$ cat src/rtl/fourbyone_pkg.sv
// Shared constants and types for the 4:1 round-robin merging multiplexer.
package fourbyone_pkg;

    localparam int NUM_CH = 4;
    localparam int SEL_W  = 2;

    typedef enum logic {
        ARB    = 1'b0,
        LOCKED = 1'b1
    } mux_state_t;

    function automatic logic [NUM_CH-1:0] onehot4(input logic [SEL_W-1:0] idx);
        return NUM_CH'(1) << idx;
    endfunction

endpackage

$ cat src/rtl/fourbyone_rr_mux_arbiter.sv
// Combinational round-robin picker: the search starts at the channel after ptr.
module rr_arbiter4
    import fourbyone_pkg::*;
(
    input  logic [NUM_CH-1:0] req,
    input  logic [SEL_W-1:0]  ptr,
    output logic [NUM_CH-1:0] grant,
    output logic [SEL_W-1:0]  grant_idx
);

    logic [SEL_W-1:0] cand;
    logic             found;

    always_comb begin
        grant     = '0;
        grant_idx = '0;
        cand      = '0;
        found     = 1'b0;
        // ptr itself is the last candidate, so the previous winner has lowest priority
        for (int k = 1; k <= NUM_CH; k++) begin
            cand = ptr + SEL_W'(k);
            if (!found && req[cand]) begin
                found     = 1'b1;
                grant     = onehot4(cand);
                grant_idx = cand;
            end
        end
    end

endmodule

$ cat src/rtl/fourbyone_rr_mux.sv
// Merges four valid/ready streams onto one registered output; multi-beat
// packets hold the output until their last beat, otherwise round-robin.
module fourbyone_rr_mux
    import fourbyone_pkg::*;
#(
    parameter int WIDTH = 8
) (
    input  logic                  clk,
    input  logic                  rst_n,
    input  logic [NUM_CH-1:0]     in_valid,
    input  logic [NUM_CH-1:0]     in_last,
    input  logic [WIDTH-1:0]      in_data0,
    input  logic [WIDTH-1:0]      in_data1,
    input  logic [WIDTH-1:0]      in_data2,
    input  logic [WIDTH-1:0]      in_data3,
    output logic [NUM_CH-1:0]     in_ready,
    output logic                  out_valid,
    input  logic                  out_ready,
    output logic [WIDTH-1:0]      out_data,
    output logic                  out_last,
    output logic [SEL_W-1:0]      out_sel
);

    mux_state_t        state_q;
    logic [SEL_W-1:0]  rr_ptr_q;
    logic [SEL_W-1:0]  lock_ch_q;
    logic              out_valid_q;
    logic [WIDTH-1:0]  out_data_q;
    logic              out_last_q;
    logic [SEL_W-1:0]  out_sel_q;

    logic [NUM_CH-1:0] arb_grant;
    logic [SEL_W-1:0]  arb_idx;
    logic [NUM_CH-1:0] grant;
    logic [SEL_W-1:0]  grant_idx;
    logic              load_en;
    logic              xfer;
    logic [WIDTH-1:0]  out_data_d;
    logic              out_last_d;

    rr_arbiter4 u_arb (
        .req       (in_valid),
        .ptr       (rr_ptr_q),
        .grant     (arb_grant),
        .grant_idx (arb_idx)
    );

    assign load_en = !out_valid_q || out_ready;

    always_comb begin
        grant     = arb_grant;
        grant_idx = arb_idx;
        // a locked channel owns the output even while it idles
        if (state_q == LOCKED) begin
            grant_idx = lock_ch_q;
            grant     = in_valid[lock_ch_q] ? onehot4(lock_ch_q) : '0;
        end
    end

    always_comb begin
        out_data_d = in_data0;
        case (grant_idx)
            2'd0:    out_data_d = in_data0;
            2'd1:    out_data_d = in_data1;
            2'd2:    out_data_d = in_data2;
            default: out_data_d = in_data3;
        endcase
    end

    assign out_last_d = in_last[grant_idx];
    assign xfer       = load_en && (|grant);
    assign in_ready   = (rst_n && load_en) ? grant : '0;

    always_ff @(posedge clk or negedge rst_n) begin
        if (!rst_n) begin
            state_q     <= ARB;
            rr_ptr_q    <= 2'd3;
            lock_ch_q   <= '0;
            out_valid_q <= 1'b0;
            out_data_q  <= '0;
            out_last_q  <= 1'b0;
            out_sel_q   <= '0;
        end else begin
            if (load_en) begin
                out_valid_q <= xfer;
                if (xfer) begin
                    out_data_q <= out_data_d;
                    out_last_q <= out_last_d;
                    out_sel_q  <= grant_idx;
                end
            end
            if (xfer) begin
                rr_ptr_q <= grant_idx;
                case (state_q)
                    ARB: begin
                        if (!out_last_d) begin
                            lock_ch_q <= grant_idx;
                            state_q   <= LOCKED;
                        end
                    end
                    LOCKED: begin
                        if (out_last_d) state_q <= ARB;
                    end
                    default: state_q <= ARB;
                endcase
            end
        end
    end

    assign out_valid = out_valid_q;
    assign out_data  = out_data_q;
    assign out_last  = out_last_q;
    assign out_sel   = out_sel_q;

endmodule

$ cat config.mk
export PLATFORM = sky130hd
export DESIGN_NAME = fourbyone_rr_mux
export DESIGN_NICKNAME = d
export VERILOG_FILES = /design/src/rtl/fourbyone_pkg.sv /design/src/rtl/fourbyone_rr_mux_arbiter.sv /design/src/rtl/fourbyone_rr_mux.sv
export SDC_FILE = /design/constraint.sdc
export NUM_CORES = 1
export LEC_CHECK = 0
export CORE_AREA = 2 2 72 74
export DETAILED_ROUTE_END_ITERATION = 12
export DIE_AREA = 0 0 74 76
export GPL_ROUTABILITY_DRIVEN = 0
export PLACE_DENSITY = 0.69
export SYNTH_ARGS = -nofsm -noshare
export SYNTH_HDL_FRONTEND = slang
export SYNTH_SLANG_ARGS = --single-unit
$ cat constraint.sdc
create_clock -name clk -period 4.8 [get_ports clk]
set_clock_uncertainty 0.05 [all_clocks]
set_input_delay 0.96 -clock clk [delete_from_list [all_inputs] [get_ports clk]]
set_output_delay 0.96 -clock clk [all_outputs]
set_load 0.05 [all_outputs]
-- Yosys cells after proc, flatten, opt, wreduce, memory -nomap -nowiden
Cells that the tools add are included.
- $add $sub $neg: 3
- order comparisons: 6
- eq/ne operators: 2
- shift-type cells: 5
- muxes and demuxes: 29
- bitwise operators: 2
- reductions and logical operators: 14
- operators with widths (operator ; count):
    $mux W4 ; 7
    $pmux W8 S3 ; 1
    $shl A1 B2 Y4 const A ; 5
    $lt A2 B3 Y1 const B ; 6
    $bmux W1 S2 ; 6
    $mux W1 ; 10
    $mux W2 ; 5
    $logic_and A1 B1 Y1 ; 5
    $add A2 B2 Y2 const B ; 2
    $logic_not A1 Y1 ; 4
    $reduce_or A4 Y1 ; 1
    $reduce_and A3 Y1 ; 1
    $add A2 B1 Y2 const B ; 1
    $eq A2 B1 Y1 const B ; 1
    $eq A2 B2 Y1 const B ; 1
    $logic_not A2 Y1 ; 1
    $not A1 Y1 ; 2
    $reduce_and A2 Y1 ; 1
    $logic_or A1 B1 Y1 ; 1
- register bits after elaboration: 17
- input port bits: 43
- output and inout port bits: 16
- word-level logic and storage cells: 68

-- Longest topological paths before layout
Gate-level depths: netlist of run 1.
- word-level depth: 18
- gate-level depth with buffers: 13
- mapped depth without buffers: 10

-- By module
From an unflattened synthesis of run 1, not the netlist that was laid out.
- cell total of the unflattened synthesis: 169
- area, all modules: 1731.7 µm²
- by module, submodules not included (module ; instances ; cells an instance ; area an instance (µm²) ; sequential area each (µm²)):
    fourbyone_rr_mux ; 1 ; 93 ; 1137.3 ; 427.9
    rr_arbiter4 ; 1 ; 76 ; 594.3 ; 0.0

-- Least setup slack after synthesis of run 1
Ideal clock, no wire load.
- path kind: register to output
- start: register rr_ptr_q[0]
- end: output in_ready[0]
- data arrival time: 3246 ps
- required time: 3790 ps
- path slack: 544 ps
- stages on the path, launching flop included: 10
- buffers on the path: 2
- cells stage by stage: dfstp_2 > buf_4 > inv_1 > ha_1 > buf_1 > mux4_2 > nor2b_4 > a221o_1 > a211oi_1 > nor3_1
- cells in the longest elaborated chain, start to end: 15
- elaborated cells on any way between the ends: 30
- those cells by class: add/sub (3); shift (4); mux (17); reduce/logical (6)
- RTL lines (element ; line ; source):
    start, declared ; fourbyone_rr_mux.sv:25 ; logic [SEL_W-1:0] rr_ptr_q;
    start signal, assigned ; fourbyone_rr_mux.sv:93 ; rr_ptr_q <= grant_idx;
    $add A2 B1 Y2 ; fourbyone_rr_mux_arbiter.sv:21 ; cand = ptr + SEL_W'(k);
    $bmux W1 S2 ; fourbyone_rr_mux_arbiter.sv:22 ; if (!found && req[cand]) begin
    $mux W1 (implied by the code) ; fourbyone_rr_mux_arbiter.sv:22 ;
    $mux W1 ; fourbyone_rr_mux_arbiter.sv:22 ;
    $logic_not A1 Y1 ; fourbyone_rr_mux_arbiter.sv:22 ;
    $logic_and A1 B1 Y1 ; fourbyone_rr_mux_arbiter.sv:22 ;
    $mux W1 ; fourbyone_rr_mux_arbiter.sv:22 ;
    $logic_not A1 Y1 ; fourbyone_rr_mux_arbiter.sv:22 ;
    $logic_and A1 B1 Y1 ; fourbyone_rr_mux_arbiter.sv:22 ;
    $mux W1 ; fourbyone_rr_mux_arbiter.sv:22 ;
    $logic_not A1 Y1 ; fourbyone_rr_mux_arbiter.sv:22 ;
    $logic_and A1 B1 Y1 ; fourbyone_rr_mux_arbiter.sv:22 ;
    $mux W4 * ; fourbyone_rr_mux_arbiter.sv:22 ;
    $mux W4 * ; fourbyone_rr_mux.sv:54 ; if (state_q == LOCKED) begin
    $mux W4 * ; fourbyone_rr_mux.sv:72 ; assign in_ready = (rst_n && load_en) ? grant : '0;
    end, declared ; fourbyone_rr_mux.sv:16 ; output logic [NUM_CH-1:0] in_ready,
Mark *: on every way between the ends. The rest lies on a longest branch, timed or not. The select of a mux whose other input is x is not followed.

-- Worst setup path after layout of run 1
- start: input in_valid[2]
- end: output in_ready[2]
- cells in the longest elaborated chain, start to end: 14
- elaborated cells on any way between the ends: 26
- those cells by class: mux (20); reduce/logical (6)
- RTL lines (element ; line ; source):
    start, declared ; fourbyone_rr_mux.sv:10 ; input logic [NUM_CH-1:0] in_valid,
    $bmux W1 S2 ; fourbyone_rr_mux_arbiter.sv:22 ;
    $mux W1 (implied by the code) ; fourbyone_rr_mux_arbiter.sv:22 ;
    $mux W1 ; fourbyone_rr_mux_arbiter.sv:22 ;
    $logic_not A1 Y1 ; fourbyone_rr_mux_arbiter.sv:22 ;
    $logic_and A1 B1 Y1 ; fourbyone_rr_mux_arbiter.sv:22 ;
    $mux W1 ; fourbyone_rr_mux_arbiter.sv:22 ;
    $logic_not A1 Y1 ; fourbyone_rr_mux_arbiter.sv:22 ;
    $logic_and A1 B1 Y1 ; fourbyone_rr_mux_arbiter.sv:22 ;
    $mux W1 ; fourbyone_rr_mux_arbiter.sv:22 ;
    $logic_not A1 Y1 ; fourbyone_rr_mux_arbiter.sv:22 ;
    $logic_and A1 B1 Y1 ; fourbyone_rr_mux_arbiter.sv:22 ;
    $mux W4 ; fourbyone_rr_mux_arbiter.sv:22 ;
    $mux W4 * ; fourbyone_rr_mux.sv:54 ;
    $mux W4 * ; fourbyone_rr_mux.sv:72 ;
Marks and branches as above.

==> results of run 1 <==
-- worst max-delay path by stage --
stage	startpoint	end	slack, ns
2_1_floorplan	rr_ptr_q[0]$_DFFE_PN1P_	in_ready[0]	0.54
3_3_place_gp	in_valid[2]	in_ready[2]	0.41
3_5_place_dp	in_valid[2]	in_ready[2]	0.37
4_1_cts	in_valid[2]	in_ready[2]	0.35
5_1_grt	in_valid[2]	in_ready[2]	0.19
6_report	in_valid[2]	in_ready[2]	0.34
-- sequential cells by signal (all words and copies together), names as in the netlist --
signal and flops:
state_q 1, out_last 1, out_data 8, out_valid 1, lock_ch_q 2, out_sel 2, rr_ptr_q 2
-- power breakdown --
group / leakage [nW] / switching, W / internal, W / total [W]
logic: 0.801 / 0.000754 / 0.000648 / 0.00140
clock network: 0.0255 / 0.0000500 / 0.0000576 / 0.000108
registers: 0.194 / 0.0000849 / 0.000232 / 0.000317
-- synth_stat cells (2+ instances only) --
| library cell | instances | area [um^2] |
|---|---|---|
| nand3b_1 | 4 | 30.03 |
| or3b_1 | 2 | 17.52 |
| o211a_1 | 2 | 20.02 |
| nor3b_1 | 3 | 22.52 |
| dfrtp_1 | 15 | 375.4 |
| and3b_1 | 2 | 17.52 |
| dfstp_2 | 2 | 52.55 |
| mux2_1 | 6 | 67.56 |
| mux4_2 | 2 | 45.04 |
| mux2_4 | 3 | 45.04 |
| a21oi_1 | 4 | 20.02 |
| ha_1 | 7 | 87.58 |
| buf_2 | 4 | 20.02 |
| o31ai_1 | 3 | 22.52 |
| inv_1 | 7 | 26.28 |
| o21ai_0 | 5 | 25.02 |
| a221o_1 | 4 | 40.04 |
| clkbuf_1 | 2 | 7.510 |
| nor4b_1 | 3 | 26.28 |
| nor2_1 | 9 | 33.78 |
| nand3_1 | 2 | 10.01 |
| a2111oi_0 | 2 | 17.52 |
| buf_6 | 2 | 22.52 |
| and2_1 | 3 | 18.77 |
| nor3_1 | 6 | 30.03 |
| mux2i_1 | 28 | 280.3 |
| nand2_1 | 10 | 37.54 |
-- layout make-up --
| type | count | area [um^2] | area share [%] |
|---|---|---|---|
| timing repair buffer | 65 | 673.1 | 28.02 |
| clock buffer | 3 | 41.29 | 1.719 |
| multi-input combinational | 132 | 1141 | 47.50 |
| sequential | 17 | 427.9 | 17.81 |
| clock inverter | 1 | 5.005 | 0.2083 |
| tap | 70 | 87.58 | 3.646 |
| inverter | 7 | 26.28 | 1.094 |
-- logic make-up after synthesis --
| logic type | Yosys count | synth area share, % |
|---|---|---|
| and+or+nand+nor | 51 | 18.43 |
| muxes | 40 | 27.11 |
| AOI/OAI and AO/OA | 34 | 18.05 |
| buffers and inverters | 17 | 5.287 |
| DFF | 17 | 25.83 |
| adders and majority gates | 7 | 5.287 |
-- stage by stage --
stage	setup slack, ns	hold slack, ns	instance area, um^2
floorplan	0.5444	0.5032	1657
global placement	0.4060	0.4168	2356
detailed placement	0.3663	0.4238	2356
CTS	0.3535	0.4465	2402
global route	0.1904	0.4666	2402
finish	0.3357	0.4416	2402
-- per-layer routing --
metal,vias to the layer above,wire length (um)
li1,745,-
met1,699,1772
met2,48,1955
met3,4,212
met4,0,30
met5,-,0
==> summary.txt, run 1 <==
Worst setup path
  – Critical path capture point type: output pin
  – Delay-heaviest family, CP: buffers and inverters
  – Cell chain of the critical path: clkdlybuf4s50_1 -> or3b_4 -> a2111oi_4 -> nor2_1 -> a221o_1 -> nor2_1 -> buf_12
  – Slack of the worst reg-to-reg path: 1.07 ns
  – Kind of launch point of the worst setup path: input pin
  – Data required time of the critical path: 3.79 ns
  – Levels on crit path: 7
  – Depth of the most critical reg-to-reg path: 10
  – Buffer and inverter count on the worst path: 2
  – Start of the worst register-to-register path: rr_ptr_q[0]$_DFFE_PN1P_
  – Critical path class: in2out
  – Most numerous cell on the critical path: nor2_1
  – Cell with the largest stage delay on the worst path: clkdlybuf4s50_1
  – Slowest stage delay, CP: 0.70 ns
  – Maximum fanout encountered on the critical timing path: 14
  – Critical Path AT: 3.45 ns
  – Reg2reg end: out_data[4]$_DFFE_PN0P_

Worst hold path
  – WHS Endpoint: out_data[7]$_DFFE_PN0P_
  – Origin of the worst min-delay path: out_data[7]$_DFFE_PN0P_
  – Worst hold-check path type: reg2reg
  – Min-Delay Path Depth: 1

Clock tree
  – TritonCTS clock tree: built
  – CTS resizes: 0
  – Clock transition time at the flip-flop clock pins of the worst setup and hold paths: 0.07 ns
  – Total clock buffers created by CTS: 3
  – Maximum level of the CTS H-tree: 1
  – CTS Hold Buffers Added: 0
  – Clk sinks: 17
  – Worst-skew pair later-pin latency: 0.25 ns
  – Buffer levels on the longest clock path: 2
  – Clock tree root buffer cell: clkbuf_8
  – Number of setup buffers added after CTS: 0

Finish
  – Antenna diodes: 0
  – Count of fill cells added during filler insertion: 470
  – Utilization after layout: 48.90%
  – Signed area change from the synthesized netlist to the final layout: 45.01%
  – Post-layout instance count excluding filler cells: 295
  – Number of nets at the end of the flow: 276
  – Most common library cell in the layout ignoring fill and taps: clkdlybuf4s50_1
  – Commonest non-fill, non-tap cells in the layout: 54 x clkdlybuf4s50_1, 28 x mux2i_1, 15 x dfrtp_1, 10 x nand2_1, 9 x nor2_1
  – Fraction of final layout cells with drive strength greater than 1: 13.78%

Global routing
  – Vias in the first global route: 1455
  – GRT overflow: 0
  – Maximum number of pins on one net before global-route repair: 19
  – Met2 routing resource usage after global routing: 23.48%
  – Met1 routing resource usage after global routing: 21.59%
  – Wire length of the first global-routing pass: 6886 um
  – Met3 Use GR: 3.439%
  – Overall routing resource usage: 15.23%
  – Antenna violations before repair: 0
  – Most Crowded Layer GR: met2

Placement
  – Input/output buffers: 58
  – Final HPWL from detailed placement: 3132 um
  – Number of instances in the placed design: 291

Drt
  – Wirelength, routed: 3970 um
  – 1st-pass router iterations: 4
  – Routed vias: 1496
  – DR DRC count: 0
  – 1st-iter DRT viols: 103
  – Via density per instance: 5.071
  – Drt wl/cell: 13.46 um
  – Final ANT Viol Nets: 0

Synth
  – Mean area per synthesized cell: 9.979 um^2
  – Most used DFF post-synth: dfrtp_1
  – Gate count after technology mapping: 166
  – Seq cells post-synth: 17
  – Unique masters post-synth: 51
  – Share of the yosys chip area belonging to registers: 25.83%
  – EDFF count, synth: 0
  – Summed instance area of the synthesized netlist: 1657 um^2
  – Total of warnings raised by yosys: 0
  – FFs w/ async S/R, synth: 100.0%
  – Post-synthesis net count: 216

Floorplanning
  – Initial Utilization: 33.72%
  – Cell Rows: 26
  – Core outline area: 4912 um^2
  – Die Area: 5624 um^2
  – Top-level port count: 59
  – Die X-Extent: 74 um
  – Vertical extent of the die: 76 um

Flow run
  – # Max-Cap Violations: 0

Timing
  – Max Clock Freq: 224.0 MHz
  – Slew at the pin closest to its max-slew limit: 0.6271 ns
  – Part of the cycle the worst path needs: 93.01%
  – Setup repair after global routing missed its margin: no
  – Setup TNS Final: 0 ns
  – Setup violations, final: 0
  – Number of slew-limit violations in the final report: 0
  – Final Hold Vio Count: 0
  – Slew margin rel.: 57.11%
  – Final period demand of the worst path: 4.464 ns

Run status
  – Outcome: finished, final reports clean

Pwr
  – Pwr/cell area: 760.4 nW/um^2
  – Design Power: 0.001827 W
  – P_leak: 1.020 nW
  – VDD IR max: 0.3658 mV
Power figures use the tool's default switching activity.
==> inputs of run 2 (changes only) <==
--- a/config.mk
+++ b/config.mk
@@ -5,6 +5,7 @@
 export SDC_FILE = /design/constraint.sdc
 export NUM_CORES = 1
 export LEC_CHECK = 0
+export ABC_CLOCK_PERIOD_IN_PS = 4800
 export CORE_AREA = 2 2 72 74
 export DETAILED_ROUTE_END_ITERATION = 12
 export DIE_AREA = 0 0 74 76
@@ -13,3 +14,4 @@
 export SYNTH_ARGS = -nofsm -noshare
 export SYNTH_HDL_FRONTEND = slang
 export SYNTH_SLANG_ARGS = --single-unit
+export TNS_END_PERCENT = 50
==> results of run 2 <==
No change in the layout: final DEF, timing and power equal those of run 1.
